[src/rtl/pwm_pkg.sv]
// ---------------------------------------------------------------------------
// pwm_pkg
//
// Shared types and default constants for the tick-driven PWM stage.
//
//   pwm_state_t : FSM encoding for the PWM sequencer.
//                 IDLE     - counter parked at 0, output low, waiting for a
//                            tick with enable high.
//                 RUN      - counting ticks and producing PWM.
//                 STOPPING - enable dropped; the current period finishes
//                            before the block parks in IDLE.
//   PWM_WIDTH   : default width of the period counter and duty values.
//   PWM_PERIOD  : default number of ticks per PWM period.
// ---------------------------------------------------------------------------
package pwm_pkg;

  localparam int PWM_WIDTH  = 8;
  localparam int PWM_PERIOD = 256;

  typedef enum logic [1:0] {
    IDLE     = 2'd0,
    RUN      = 2'd1,
    STOPPING = 2'd2
  } pwm_state_t;

endpackage : pwm_pkg

[src/rtl/tick_edge_detect.sv]
// ---------------------------------------------------------------------------
// tick_edge_detect
//
// Turns a slow level (the clock divider's square wave, already synchronous
// to clk) into a one-clk tick on each 0->1 transition. The level is only
// ever sampled as data; it is never used as a clock.
//
// Ports:
//   clk      in  1 : system clock, rising edge
//   reset    in  1 : asynchronous, active-high reset
//   level_in in  1 : divided-clock level
//   tick     out 1 : high for the cycle in which level_in is first seen high
//
// The history register resets to 1 so that a level which is already high
// when reset is released is not mistaken for a fresh rising edge.
// ---------------------------------------------------------------------------
module tick_edge_detect (
  input  logic clk,
  input  logic reset,
  input  logic level_in,
  output logic tick
);

  logic level_q;

  always_ff @(posedge clk or posedge reset) begin
    if (reset) begin
      level_q <= 1'b1;
    end else begin
      level_q <= level_in;
    end
  end

  assign tick = level_in & ~level_q;

endmodule : tick_edge_detect

[src/rtl/pwm_tick_generator.sv]
// ---------------------------------------------------------------------------
// pwm_tick_generator
//
// Tick-driven PWM stage. Each rising edge of the divider output becomes a
// one-clk tick; ticks advance a period counter that wraps explicitly at
// PERIOD-1. The output is high while the counter is below the active duty.
//
// Parameters:
//   WIDTH  : counter / duty width (default PWM_WIDTH)
//   PERIOD : ticks per PWM period, 2 <= PERIOD <= 2**WIDTH
//            (default PWM_PERIOD)
//
// Ports:
//   clk          in  1     : system clock, rising edge
//   reset        in  1     : asynchronous, active-high reset
//   div_clk_in   in  1     : divided-clock level, synchronous to clk
//   enable       in  1     : run request
//   duty_in      in  WIDTH : new duty value (ticks high per period)
//   duty_load    in  1     : strobe, captures duty_in into the shadow
//   pwm_out      out 1     : registered PWM output
//   period_start out 1     : registered one-clk pulse at each period start
//   duty_pending out 1     : shadow duty loaded but not yet adopted
//
// Duty handling: duty_load writes a shadow register; the active duty only
// takes the shadow value at a period boundary (IDLE->RUN start or a RUN wrap).
// A load landing on the same edge as a boundary is not forwarded: the
// boundary adopts the old shadow and the new value waits one more period.
//
// The FSM state lives in state_q / state_d so it can be probed directly.
// ---------------------------------------------------------------------------
module pwm_tick_generator
  import pwm_pkg::*;
#(
  parameter int WIDTH  = PWM_WIDTH,
  parameter int PERIOD = PWM_PERIOD
) (
  input  logic             clk,
  input  logic             reset,
  input  logic             div_clk_in,
  input  logic             enable,
  input  logic [WIDTH-1:0] duty_in,
  input  logic             duty_load,
  output logic             pwm_out,
  output logic             period_start,
  output logic             duty_pending
);

  // Last count value of a period. When PERIOD == 2**WIDTH this is all ones,
  // otherwise the wrap happens well before the natural overflow.
  localparam logic [WIDTH-1:0] CNT_LAST = WIDTH'(PERIOD - 1);

  // -------------------------------------------------------------------------
  // Tick generation
  // -------------------------------------------------------------------------
  logic tick;

  tick_edge_detect u_tick_edge_detect (
    .clk      (clk),
    .reset    (reset),
    .level_in (div_clk_in),
    .tick     (tick)
  );

  // -------------------------------------------------------------------------
  // State and datapath registers
  // -------------------------------------------------------------------------
  pwm_state_t       state_q;
  pwm_state_t       state_d;
  logic [WIDTH-1:0] cnt_q;
  logic [WIDTH-1:0] cnt_d;
  logic [WIDTH-1:0] duty_shadow_q;
  logic [WIDTH-1:0] duty_active_q;
  logic [WIDTH-1:0] duty_active_d;
  logic             pwm_q;
  logic             pwm_d;
  logic             period_start_q;
  logic             pending_q;

  // boundary: this edge starts a new period (adopt shadow, pulse
  // period_start). Produced by the next-state logic.
  logic             boundary;

  // Shared counter helpers.
  logic             at_last;
  logic [WIDTH-1:0] cnt_inc;

  assign at_last = (cnt_q == CNT_LAST);
  assign cnt_inc = cnt_q + 1'b1;   // only used when cnt_q < CNT_LAST

  // -------------------------------------------------------------------------
  // FSM process 1: state register (plus counter, which moves with it)
  // -------------------------------------------------------------------------
  always_ff @(posedge clk or posedge reset) begin
    if (reset) begin
      state_q <= IDLE;
      cnt_q   <= '0;
    end else begin
      state_q <= state_d;
      cnt_q   <= cnt_d;
    end
  end

  // -------------------------------------------------------------------------
  // FSM process 2: next state, next count, boundary detection
  // -------------------------------------------------------------------------
  always_comb begin
    state_d  = state_q;
    cnt_d    = cnt_q;
    boundary = 1'b0;

    unique case (state_q)
      IDLE: begin
        if (tick && enable) begin
          state_d  = RUN;
          cnt_d    = '0;
          boundary = 1'b1;
        end
      end

      RUN: begin
        if (tick) begin
          if (at_last) begin
            cnt_d    = '0;
            boundary = 1'b1;
          end else begin
            cnt_d = cnt_inc;
          end
        end
        // Dropping enable is noticed on any cycle; the PWM keeps running.
        if (!enable) begin
          state_d = STOPPING;
        end
      end

      STOPPING: begin
        if (enable) begin
          // Immediate return to RUN; a coincident tick is handled exactly
          // as it would be in RUN, including a normal wrap.
          state_d = RUN;
          if (tick) begin
            if (at_last) begin
              cnt_d    = '0;
              boundary = 1'b1;
            end else begin
              cnt_d = cnt_inc;
            end
          end
        end else if (tick) begin
          if (at_last) begin
            // Period finished: park without starting a new period.
            state_d = IDLE;
            cnt_d   = '0;
          end else begin
            cnt_d = cnt_inc;
          end
        end
      end

      default: begin
        state_d = IDLE;
        cnt_d   = '0;
      end
    endcase
  end

  // -------------------------------------------------------------------------
  // FSM process 3: output / datapath next values
  // -------------------------------------------------------------------------
  // The output is computed from the next state and next count so that
  // pwm_out changes on the same edge as the counter.
  always_comb begin
    duty_active_d = duty_active_q;
    pwm_d         = 1'b0;

    if (boundary) begin
      duty_active_d = duty_shadow_q;
    end

    // Unsigned compare: duty 0 never matches, duty >= PERIOD always does.
    pwm_d = (state_d != IDLE) && (cnt_d < duty_active_d);
  end

  // -------------------------------------------------------------------------
  // Duty registers and registered outputs
  // -------------------------------------------------------------------------
  always_ff @(posedge clk or posedge reset) begin
    if (reset) begin
      duty_shadow_q  <= '0;
      duty_active_q  <= '0;
      pending_q      <= 1'b0;
      pwm_q          <= 1'b0;
      period_start_q <= 1'b0;
    end else begin
      duty_active_q  <= duty_active_d;
      pwm_q          <= pwm_d;
      period_start_q <= boundary;

      // A load always wins over a coincident boundary: the boundary has
      // already taken the old shadow, so the new one is still pending.
      if (duty_load) begin
        duty_shadow_q <= duty_in;
        pending_q     <= 1'b1;
      end else if (boundary) begin
        pending_q     <= 1'b0;
      end
    end
  end

  assign pwm_out      = pwm_q;
  assign period_start = period_start_q;
  assign duty_pending = pending_q;

endmodule : pwm_tick_generator

[config.mk]
export PLATFORM = sky130hd
export DESIGN_NAME = pwm_tick_generator
export DESIGN_NICKNAME = d
export VERILOG_FILES = /design/src/rtl/pwm_pkg.sv /design/src/rtl/tick_edge_detect.sv /design/src/rtl/pwm_tick_generator.sv
export SDC_FILE = /design/constraint.sdc
export NUM_CORES = 1
export LEC_CHECK = 0
export CAP_MARGIN = 10
export CORE_MARGIN = 3
export CORE_UTILIZATION = 35
export CTS_CLUSTER_SIZE = 8
export DETAILED_ROUTE_END_ITERATION = 10
export PLACE_DENSITY_LB_ADDON = 0.3
export RECOVER_POWER = 25
export SLEW_MARGIN = 25
export SYNTH_ARGS = -nofsm -noshare
export SYNTH_HDL_FRONTEND = slang
export SYNTH_SLANG_ARGS = --single-unit
[constraint.sdc]
create_clock -name clk -period 4.1 [get_ports clk]
set_clock_uncertainty 0.15 [all_clocks]
set_input_delay 0.41 -clock clk [delete_from_list [all_inputs] [get_ports clk]]
set_output_delay 0.41 -clock clk [all_outputs]
set_load 0.03 [all_outputs]
======== Word level (Yosys, flattened, before mapping) ========
Index checks and enable logic that the tools add are counted.
Widths: inputs -> output; s select.
word-level totals
  output and inout port bits .............. 3
  input port bits ......................... 13
  register bits after elaboration ......... 30
  word-level logic and storage cells ...... 39
cells by class
  bitwise gates (word level) .............. 2
  muxes and demuxes ....................... 18
  $add $sub $neg .......................... 1
  reductions and logical operators ........ 6
  eq/ne operators ......................... 3
  order comparisons ....................... 1
operators by type and width
  cell                 number
  $mux 8               4
  $pmux 8 s2           1
  $mux 2               5
  $add 8x1->8 const B  1
  $eq 8x8->1 const B   1
  $lt 8x8->1           1
  $mux 1               6
  $pmux 2 s3           1
  $reduce_bool 2->1    2
  $pmux 1 s3           1
  $eq 2x1->1 const B   1
  $eq 2x2->1 const B   1
  $logic_and 1x1->1    2
  $logic_not 2->1      1
  $reduce_or 2->1      1
  $and 1x1->1          1
  $not 1->1            1

======== Longest topological paths before layout ========
Gate-level depths: netlist of the first run.
  word-level depth ........................ 8
  gate-level depth with buffers ........... 13
  depth with buffers taken out ............ 13

======== Cells and area by module ========
Synthesis of the first run repeated with hierarchy kept, for this count alone.
second synthesis, totals
  cells, all modules ...................... 149
  area total of the unflattened synthesis .. 1,630.3 µm²
by module, submodules not included
  module              cells an instance  sequential area each (µm²)  area an instance (µm²)  instances
  pwm_tick_generator  146                725.7                       1,586.5                 1
  tick_edge_detect    3                  26.3                        43.8                    1

======== Worst setup path after synthesis of the first run ========
OpenSTA, ideal clock, no wires.
  path type ............................... flip-flop to flip-flop
  start ................................... register u_tick_edge_detect.level_q
  end ..................................... register pwm_q (netlist: pwm_out)
  data required time ...................... 3,854 ps
  arrival ................................. 2,668 ps
  path slack .............................. 1,186 ps
  clock period less this slack ............ 2,914 ps
  setup time .............................. 96 ps
  path buffers ............................ 1
  cell stages (with the launch flop) ...... 12
  path through ............................ dfstp_2 > and2b_4 > and3_1 > o21ai_2 > buf_6 > mux2i_2 > ha_1 > a21oi_1 > o221ai_1 > a221oi_1 > o41ai_2 > a311oi_2
between the ends
  longest elaborated chain between the ends .. 8
  elaborated cells on any way between the ends .. 18
  classes of those cells .................. order compare: 1; mux: 12; bitwise: 2; reduce/logical: 3
RTL lines
  item                                                RTL line                                              text
  from (decl)                                         tick_edge_detect.sv:24                                logic level_q;
  from (signal assigned)                              tick_edge_detect.sv:30                                level_q <= level_in;
  $not 1->1 *                                         tick_edge_detect.sv:34                                assign tick = level_in & ~level_q;
  $and 1x1->1 *                                       tick_edge_detect.sv:34
  $mux 1 / $logic_and 1x1->1 (equally long branches)  pwm_tick_generator.sv:140, pwm_tick_generator.sv:113
  $mux 1, on equally long branches                    pwm_tick_generator.sv:136, pwm_tick_generator.sv:113
  $pmux 1 s3                                          pwm_tick_generator.sv:111                             unique case (state_q)
  $mux 8                                              pwm_tick_generator.sv:175                             if (boundary) begin
  $lt 8x8->1                                          pwm_tick_generator.sv:180                             pwm_d = (state_d != IDLE) && (cnt_d < duty_active_d);
  $logic_and 1x1->1 *                                 pwm_tick_generator.sv:180
  named net pwm_d                                     pwm_tick_generator.sv:75                              logic pwm_d;
  to (signal assigned)                                pwm_tick_generator.sv:195                             pwm_q <= pwm_d;
  to (decl)                                           pwm_tick_generator.sv:74                              logic pwm_q;
The timed path passes the listed nets; every way through them passes the cells marked *.
A chain may end at the register's enable or synchronous reset.

======== Worst setup path after layout of the first run ========
  start ................................... input div_clk_in
  end ..................................... register pwm_q (netlist: pwm_out)
between the ends
  longest elaborated chain between the ends .. 7
  elaborated cells on any way between the ends .. 17
  classes of those cells .................. order compare: 1; mux: 12; bitwise: 1; reduce/logical: 3
RTL lines
  item                                                RTL line                                              text
  from (decl)                                         pwm_tick_generator.sv:39                              input logic div_clk_in,
  $and 1x1->1 *                                       tick_edge_detect.sv:34
  $mux 1 / $logic_and 1x1->1 (equally long branches)  pwm_tick_generator.sv:140, pwm_tick_generator.sv:113
  $mux 1, on equally long branches                    pwm_tick_generator.sv:136, pwm_tick_generator.sv:113
  $pmux 1 s3 *                                        pwm_tick_generator.sv:111
  $mux 8 *                                            pwm_tick_generator.sv:175
  named net duty_active_d[5]                          pwm_tick_generator.sv:73                              logic [WIDTH-1:0] duty_active_d;
  $lt 8x8->1 *                                        pwm_tick_generator.sv:180
  $logic_and 1x1->1 *                                 pwm_tick_generator.sv:180
  named net pwm_d                                     pwm_tick_generator.sv:75
Marks and branches as above.

==> results of run 1 <==
registers in the layout, summed over array words and instances (netlist names):
signal	flops
cnt_q	8
duty_active_q	8
duty_shadow_q	8
state_q	2
duty_pending	1
period_start	1
pwm_out	1
u_tick_edge_detect.level_q	1
critical path, cell delays in order:
cell           delay [ps]
dlygate4sd3_1         620
and2b_4               210
and3_1                190
o21ai_2               510
mux2_1                390
inv_1                  60
ha_1                  230
nand3_1               120
o221ai_1              140
a221oi_1              400
o41ai_2               150
a311oi_2              240
cell type report:
class,instances,area (um2)
Inverter,16,60.1
Multi-Input combinational cell,101,832
Tap cell,52,65.1
Clock inverter,1,5.00
Fill cell,411,2520
Clock buffer,7,86.3
Timing Repair Buffer,16,158
Sequential cell,30,752
cells in the final DEF, fill, tap and decap left out, types with 2 or more instances in the layout:
cell type,Yosys,routed
o221ai_1,2,2
xnor2_1,2,2
nor2_1,10,10
mux2i_2,6,6
a21oi_1,4,4
clkdlybuf4s50_1,0,13
o21ai_0,2,2
dfrtp_1,29,29
dlygate4sd3_1,0,2
nand2_1,8,8
a311oi_1,2,2
mux2_2,8,8
nor3_1,5,5
or2_2,2,2
inv_1,10,10
nand3b_1,2,2
nand3_1,4,4
clkbuf_8,0,6
a22oi_1,3,3
ha_1,12,12
inv_2,6,6
nor2b_1,2,2
layer usage:
metal / GRT usage [%] / up-vias / wire length, um
li1: - / 573 / -
met4: 6.13 / 0 / 56
met5: 0 / - / 0
met1: 16.2 / 579 / 1510
met2: 21.6 / 35 / 1540
met3: 3.87 / 9 / 161
cells by family (layout without fill, tap and decap cells):
family / Yosys count / in the layout / synth area share (%)
simple gates: 43 / 43 / 14.4
compound gates: 26 / 26 / 12.4
mux: 17 / 17 / 12.6
fa+ha+maj: 12 / 12 / 9.03
flops: 30 / 30 / 45.2
xor+xnor: 3 / 3 / 1.58
buf+inv: 19 / 40 / 4.74
per-stage QoR:
step,setup slack (ps),power (mW)
final,453,1.07
after global routing,234,1.15
after CTS,486,1.08
after detailed placement,268,0.840
after global placement,382,0.821
after floorplan,1190,0.724
worst max-delay path by stage:
stage          depth (start not counted)                        from      end
2_1_floorplan                         11  u_tick_edge_detect.level_q  pwm_out
3_3_place_gp                          12                  div_clk_in  pwm_out
3_5_place_dp                          12                  div_clk_in  pwm_out
4_1_cts                               12                  div_clk_in  pwm_out
5_1_grt                               12                  div_clk_in  pwm_out
6_report                              12                  div_clk_in  pwm_out
report_power, final:
part           total (mW)  internal [mW]  switching (mW)
Sequential          0.410          0.368          0.0417
Clock               0.238          0.135           0.103
Combinational       0.423          0.185           0.238
Total                1.07          0.688           0.383
==> impl_metrics.py, run 1 <==
metrics = {
    "setup_path": {
        "r2r_end": "pwm_out",
        "r2r_cells": 11,
        "cp_max_fo": 8,
        "critPathKind": "primary input to flop",
        "rrSetupSlack_ps": 520,
        "cp-start-kind": "primary input",
        "end_kind": "flop",
        "r2r_start": "state_q[1]",
        "arrival_ps": 3680,
        "cp.required_ps": 4130,
    },
    "place": {
        "gp_congestion": 0.855,
        "hpwl_um": 2460,
        "placed_area_um2": 1870,
        "place_inst": 215,
        "portBuffers": 15,
    },
    "floorplan": {
        "initial_core_util_pct": 37.2,
        "io_pins": 16,
        "fp.dieW_um": 74.9,
        "core_um2": 4470,
        "rows": 24,
        "die_y_um": 74.9,
        "dieArea_um2": 5610,
    },
    "global_routing": {
        "grt_pass1_wl_um": 5650,
        "grt_use_total_pct": 13.3,
        "grt_max_degree": 31,
        "gr-total-overflow": 0,
        "first_global_vias": 1266,
        "antenna_found_initial": 0,
    },
    "timing": {
        "fmax_mhz": 274,
        "timing.hold.ws_ps": 332,
        "fin_crit_sh_pct": 88.9,
        "slew_headroom_pct": 25.3,
        "fin_crit_ps": 3650,
        "rsz0062_at_grt": "no",
        "slew_violations": 0,
        "fin_tns_setup_ps": 0,
        "finalHoldViolations": 0,
        "setup_viol": 0,
        "tightestPinTransition_ps": 1120,
    },
    "power_and_ir_drop": {
        "ir_worst_vdd_v": 0.000267,
        "power.leakage_nw": 0.887,
        "powerDensity_nw_per_um2": 547,
    },
    "layout": {
        "drive_above_1_share_pct": 22.8,
        "area_delta_synth_final_pct": 17.8,
        "fin_nets": 195,
        "fin_area_um2": 1960,
        "antenna_cells": 0,
        "final_core_util_pct": 43.8,
        "final_cells": 223,
    },
    "clocking": {
        "cts-root-buf": "clkbuf_8",
        "clk_latency_ps": 280,
        "tritoncts": "done",
        "cts_buffer_depth": 2,
        "cts_max_level": 2,
        "clk_pin_slew_worst_paths_ps": 60,
        "cts-buffers-inserted": 5,
        "postCtsHoldBufs": 0,
        "post_cts_buffers": 0,
        "cts_sinks": 30,
        "post_cts_resize_count": 0,
    },
    "route": {
        "antenna_left": 0,
        "viasPerCell": 5.36,
        "drt_wl_total_um": 3270,
        "wl_per_cell_um": 14.7,
        "drt_iter0_markers": 73,
        "drc": 0,
        "num_vias": 1196,
        "first_pass_iters": 5,
    },
    "yosys": {
        "synthArstFlopShare_pct": 100,
        "ys_seq_area_share_pct": 45.2,
        "yosys_warnings": 0,
        "synth.net_count": 175,
        "synth_commonest_cells": "dfrtp_1, ha_1, inv_1, nor2_1",
        "netlist_instances": 150,
        "synth_area_um2": 1660,
        "synthDistinctLibCells": 49,
        "synth-edff-count": 0,
        "avgSynthCellArea_um2": 11.1,
        "ys_top_cells_by_area": "dfrtp_1, ha_1, mux2_2",
        "synth-seq-cells": 30,
        "synthMostInstantiatedCell": "dfrtp_1",
        "synth_ff_type": "dfrtp_1",
        "synth_top_cell_area_share_pct": 43.6,
        "yosysTopAreaCell": "dfrtp_1",
    },
    "hold_path": {
        "whs_endpoint": "duty_pending",
        "min_path_cells": 1,
        "min_path_type": "flop to flop",
        "worstHoldStart": "duty_pending",
    },
    "status": {
        "outcome": "finished clean",
    },
    "job": {
        "maxCapViolCount": 0,
    },
}
No activity file was read; power rests on OpenSTA's default activity.
==> inputs of run 2 (changes only) <==
--- a/config.mk
+++ b/config.mk
@@ -12,7 +12,6 @@
 export DETAILED_ROUTE_END_ITERATION = 10
 export PLACE_DENSITY_LB_ADDON = 0.3
 export RECOVER_POWER = 25
-export SLEW_MARGIN = 25
 export SYNTH_ARGS = -nofsm -noshare
 export SYNTH_HDL_FRONTEND = slang
 export SYNTH_SLANG_ARGS = --single-unit
==> impl_metrics.py, run 2 (synthesis gave the netlist of run 1 again) <==
metrics = {
    "floorplan": {
        "fp.dieW_um": 74.9,
        "dieArea_um2": 5610,
        "rows": 24,
        "io_pins": 16,
        "die_y_um": 74.9,
        "initial_core_util_pct": 37.2,
        "core_um2": 4470,
    },
    "timing": {
        "fin_crit_sh_pct": 89.0,
        "slew_headroom_pct": 33.8,
        "tightestPinTransition_ps": 993,
        "finalHoldViolations": 0,
        "rsz0062_at_grt": "no",
        "fmax_mhz": 274,
        "setup_viol": 0,
        "timing.hold.ws_ps": 331,
        "fin_tns_setup_ps": 0,
        "fin_crit_ps": 3650,
        "slew_violations": 0,
    },
    "place": {
        "gp_congestion": 0.855,
        "hpwl_um": 2460,
        "portBuffers": 15,
    },
    "clocking": {
        "clk_latency_ps": 270,
        "postCtsHoldBufs": 0,
        "cts-buffers-inserted": 5,
        "tritoncts": "done",
        "post_cts_resize_count": 0,
        "cts_max_level": 2,
        "cts_sinks": 30,
        "cts-root-buf": "clkbuf_8",
        "clk_pin_slew_worst_paths_ps": 60,
        "cts_buffer_depth": 2,
        "post_cts_buffers": 0,
    },
    "layout": {
        "area_delta_synth_final_pct": 18.0,
        "reg.largest.list": "cnt_q x8, duty_active_q x8, duty_shadow_q x8",
        "drive_above_1_share_pct": 22.7,
        "final_cell_mix": "dfrtp_1, clkdlybuf4s50_1, ha_1",
        "fin_nets": 196,
        "mostFrequentLayoutCell": "dfrtp_1",
        "antenna_cells": 0,
    },
    "setup_path": {
        "cp_max_fo": 8,
        "worstPathCellList": "dlygate4sd3_1, and2b_4, and3_1, o21ai_2, mux2_1, inv_1, ha_1, nand3_1, o221ai_1, a221oi_1, o41ai_2, a311oi_2",
        "path_buf_inv": 2,
        "arrival_ps": 3690,
        "rrSetupSlack_ps": 530,
        "crit_path_start": "div_clk_in",
        "r2r_cells": 11,
        "cp_slowest_stage_delay_ps": 620,
        "critPathKind": "primary input to flop",
        "cp-start-kind": "primary input",
        "cp.depth": 12,
        "cp.required_ps": 4130,
        "r2r_end": "pwm_out",
        "critical-path-top-delay-family": "compound AO/OA/AOI/OAI gates",
        "critPathSlowestCell": "dlygate4sd3_1",
        "r2r_start": "state_q[1]",
        "end_kind": "flop",
        "cp-endpoint": "pwm_out",
    },
    "power_and_ir_drop": {
        "ir_worst_vdd_v": 0.000267,
        "powerDensity_nw_per_um2": 546,
        "power.leakage_nw": 0.888,
    },
    "status": {
        "outcome": "finished clean",
    },
    "job": {
        "maxCapViolCount": 0,
    },
    "route": {
        "viasPerCell": 5.37,
        "drc": 0,
        "num_vias": 1202,
        "wl_per_cell_um": 14.7,
        "first_pass_iters": 4,
        "drt_wl_total_um": 3290,
        "antenna_left": 0,
        "drt_iter0_markers": 72,
    },
    "global_routing": {
        "grt_max_degree": 31,
        "grt_pass1_wl_um": 5650,
        "first_global_vias": 1266,
        "grt_use_total_pct": 13.3,
        "gr-total-overflow": 0,
        "antenna_found_initial": 0,
    },
    "hold_path": {
        "min_path_type": "flop to flop",
    },
}
-- run 2: cell count changes in the layout (fill, tap and decap cells not counted), sizes merged --
cell    delta
clkbuf     +1
-- run 2: cell type report --
| cell class | count | area, um2 |
|---|---|---|
| multi-input combinational | 101 | 832 |
| clock buffer | 7 | 86.3 |
| timing repair buffer | 17 | 161 |
| clock inverter | 1 | 5.00 |
| tap | 52 | 65.1 |
| inverter | 16 | 60.1 |
| sequential | 30 | 752 |
| fill | 411 | 2510 |
-- run 2: metrics by stage --
step	instances	power (mW)	cell area (um2)	util, %	worst slack, ps
3_5_place_dp	215	0.839	1870	41.7	268
2_1_floorplan	150	0.724	1660	-	1190
4_1_cts	223	1.08	1960	43.8	486
6_report	224	1.07	1960	43.8	450
5_1_grt	224	1.15	1960	43.8	234
3_3_place_gp	215	0.821	1870	41.7	382
-- run 2: where the power goes --
group	internal [mW]	total, mW	switching (mW)
clock	0.135	0.239	0.104
sequential	0.368	0.410	0.0418
combinational	0.185	0.422	0.237
-- run 2: worst register-to-register path, cell delays in order, from the launching register on --
cell and delay, ps:
dfrtp_1 420, inv_1 90, ha_1 400, nor2b_1 430, o21ai_0 200, a311oi_1 550
ha_1 340, nand3_1 80, nor2_1 80, a221oi_1 360, o41ai_2 150, a311oi_2 240
-- run 2: how the worst min path moves through the flow --
| stage | start | endpoint | cells past startpoint |
|---|---|---|---|
| after global routing | duty_pending | duty_pending | 1 |
| final | duty_pending | duty_pending | 1 |
| after CTS | duty_pending | duty_pending | 1 |
| after detailed placement | duty_pending | duty_pending | 1 |
| after floorplan | div_clk_in | u_tick_edge_detect.level_q | 0 |
| after global placement | duty_active_q[5] | duty_active_q[5] | 1 |
-- run 2: layer usage --
| metal | routed length, um | vias to the layer above | part of all wire, % | GRT usage (%) |
|---|---|---|---|---|
| li1 | - | 576 | - | - |
| met1 | 1520 | 587 | 46 | 16.2 |
| met2 | 1560 | 30 | 48 | 21.6 |
| met3 | 146 | 9 | 4.4 | 3.87 |
| met4 | 60 | 0 | 1.8 | 6.13 |
| met5 | 0 | - | 0 | 0 |
==> inputs of run 3 (changes only) <==
--- a/config.mk
+++ b/config.mk
@@ -14,4 +14,5 @@
 export RECOVER_POWER = 25
 export SYNTH_ARGS = -nofsm -noshare
 export SYNTH_HDL_FRONTEND = slang
+export SYNTH_HIERARCHICAL = 1
 export SYNTH_SLANG_ARGS = --single-unit
==> impl_metrics.py, run 3 <==
metrics = {
    "status": {
        "outcome": "finished clean",
    },
    "hold_path": {
        "min_path_cells": 2,
        "min_path_type": "flop to flop",
    },
    "route": {
        "num_vias": 1138,
        "wl_per_cell_um": 14.4,
        "viasPerCell": 5.17,
        "drc": 0,
        "first_pass_iters": 4,
        "drt_iter0_markers": 97,
        "drt_wl_total_um": 3170,
        "antenna_left": 0,
    },
    "global_routing": {
        "first_global_vias": 1214,
        "gr-total-overflow": 0,
        "grt_max_degree": 30,
        "grt_pass1_wl_um": 5530,
        "grt_use_total_pct": 13.5,
        "antenna_found_initial": 0,
    },
    "place": {
        "gp_congestion": 0.898,
        "hpwl_um": 2460,
        "portBuffers": 15,
        "placed_area_um2": 1800,
    },
    "setup_path": {
        "cp.depth": 13,
        "critPathMostFrequentCell": "o21ai_0",
        "critPathSlowestCell": "o21ai_0",
        "path_buf_inv": 1,
        "cp-start-kind": "primary input",
        "cp_slowest_stage_delay_ps": 570,
        "arrival_ps": 3400,
        "worstPathCellList": "dlygate4sd3_1, nor2b_4, nand4_4, o21ai_0, nor2_1, o21ai_0, a21oi_1, ha_1, a21oi_1, nor3b_1, o21ai_0, o2111ai_1, a31oi_1",
        "critPathKind": "primary input to flop",
        "cp.required_ps": 4150,
        "cp_max_fo": 8,
        "r2r_cells": 12,
        "critical-path-top-delay-family": "compound AO/OA/AOI/OAI gates",
        "end_kind": "flop",
    },
    "floorplan": {
        "die_y_um": 74.3,
        "core_um2": 4410,
        "fp.dieW_um": 74.3,
        "dieArea_um2": 5510,
        "initial_core_util_pct": 36.9,
        "io_pins": 16,
        "rows": 24,
    },
    "power_and_ir_drop": {
        "clkPwrFrac_pct": 24.2,
        "powerDensity_nw_per_um2": 513,
        "p_int_mw": 0.649,
        "p_sw_share_pct": 33.5,
        "ir_worst_vdd_v": 0.000221,
        "power_switching_mw": 0.327,
        "power_frac_comb_pct": 34.6,
        "power.leakage_nw": 0.927,
        "seqPwrFrac_pct": 41.2,
    },
    "timing": {
        "tightestPinTransition_ps": 1010,
        "finalHoldViolations": 0,
        "slew_violations": 0,
        "slew_headroom_pct": 32.8,
        "rsz0062_at_grt": "no",
        "setup_viol": 0,
        "fin_tns_setup_ps": 0,
        "fin_crit_ps": 3350,
        "fmax_mhz": 298,
        "fin_crit_sh_pct": 81.8,
    },
    "layout": {
        "final_cell_mix": "dfrtp_1, inv_1, clkdlybuf4s50_1",
        "drive_above_1_share_pct": 13.7,
        "fin_area_um2": 1900,
        "mostFrequentLayoutCell": "dfrtp_1",
        "area_delta_synth_final_pct": 16.5,
        "fin_nets": 192,
        "reg.largest.list": "cnt_q x8, duty_active_q x8, duty_shadow_q x8",
        "antenna_cells": 0,
    },
    "yosys": {
        "synthArstFlopShare_pct": 100,
        "yosysTopAreaCell": "dfrtp_1",
        "synthDistinctLibCells": 39,
        "synth_area_um2": 1630,
        "yosys_warnings": 6,
        "avgSynthCellArea_um2": 10.9,
        "ys_seq_area_share_pct": 46.1,
        "synth_ff_type": "dfrtp_1",
        "synth-edff-count": 0,
        "synthMostInstantiatedCell": "dfrtp_1",
        "netlist_instances": 149,
        "ys_top_cells_by_area": "dfrtp_1, ha_1, mux2_2",
        "synth.net_count": 174,
        "synth-seq-cells": 30,
        "synth_commonest_cells": "dfrtp_1, inv_1, ha_1, o21ai_0",
        "synth_top_cell_area_share_pct": 44.5,
    },
    "clocking": {
        "tritoncts": "done",
        "cts_max_level": 2,
        "clk_pin_slew_worst_paths_ps": 60,
        "post_cts_resize_count": 0,
        "cts_sinks": 30,
        "postCtsHoldBufs": 0,
        "cts-root-buf": "clkbuf_8",
        "cts-buffers-inserted": 5,
        "clk_latency_ps": 270,
        "post_cts_buffers": 0,
        "cts_buffer_depth": 2,
    },
    "job": {
        "maxCapViolCount": 0,
    },
}
-- run 3: path summary, 6_finish.rpt --
check                                             endpoint  slack [ps]              from
worst max-delay path                               pwm_out         750        div_clk_in
worst min-delay path                      duty_active_q[3]         340  duty_active_q[3]
max in group asynchronous                 duty_active_q[7]        2100             reset
worst min register to register            duty_active_q[3]         340  duty_active_q[3]
min in group asynchronous       u_tick_edge_detect/level_q         430             reset
worst max register to register                     pwm_out        1100          cnt_q[0]
-- run 3: cell families (layout without fill, tap and decap cells) --
logic type	after synthesis	in the layout	synth area share, %
DFF	30	30	46.1
xor gates and xnor gates	3	3	1.61
adders and majority gates	12	12	9.21
AOI/OAI and AO/OA	35	35	14.5
muxes	15	15	10.1
and+or+nand+nor	34	34	12.4
buffers and inverters	20	39	5.99
-- run 3: cell type report --
type	instances	area (um2)
Clock inverter	1	5.00
Sequential cell	30	752
Timing Repair Buffer	16	154
Multi-Input combinational cell	99	781
Inverter	15	56.3
Fill cell	427	2510
Clock buffer	7	86.3
Tap cell	52	65.1
-- run 3: layer usage --
layer	part of all wire [%]	vias up	global-route usage (%)
li1	-	566	-
met5	0	-	0
met2	47	25	21.9
met1	46	538	15.9
met4	2.9	0	6.52
met3	4.3	9	4.86
-- run 3: metrics by stage --
stage	utilization, %	cells	setup WS [ps]	power [mW]	hold WS [ps]
CTS	42.9	219	807	0.991	295
global placement	40.9	211	613	0.728	329
finish	43.0	220	748	0.975	342
floorplan	-	149	1280	0.648	150
detailed placement	40.9	211	510	0.748	320
global route	43.0	220	578	1.05	379
-- run 3: tightest hold or removal path, cell delays in order (launching register included) --
cell	delay [ps]
dfrtp_1	320
mux2i_1	80
inv_1	60
-- run 3: power by group through the flow --
stage	registers (mW)	logic [mW]	clock network, mW
floorplan	0.411	0.237	0
global placement	0.403	0.325	0
detailed placement	0.408	0.340	0
CTS	0.403	0.342	0.246
global route	0.410	0.376	0.266
finish	0.402	0.338	0.236
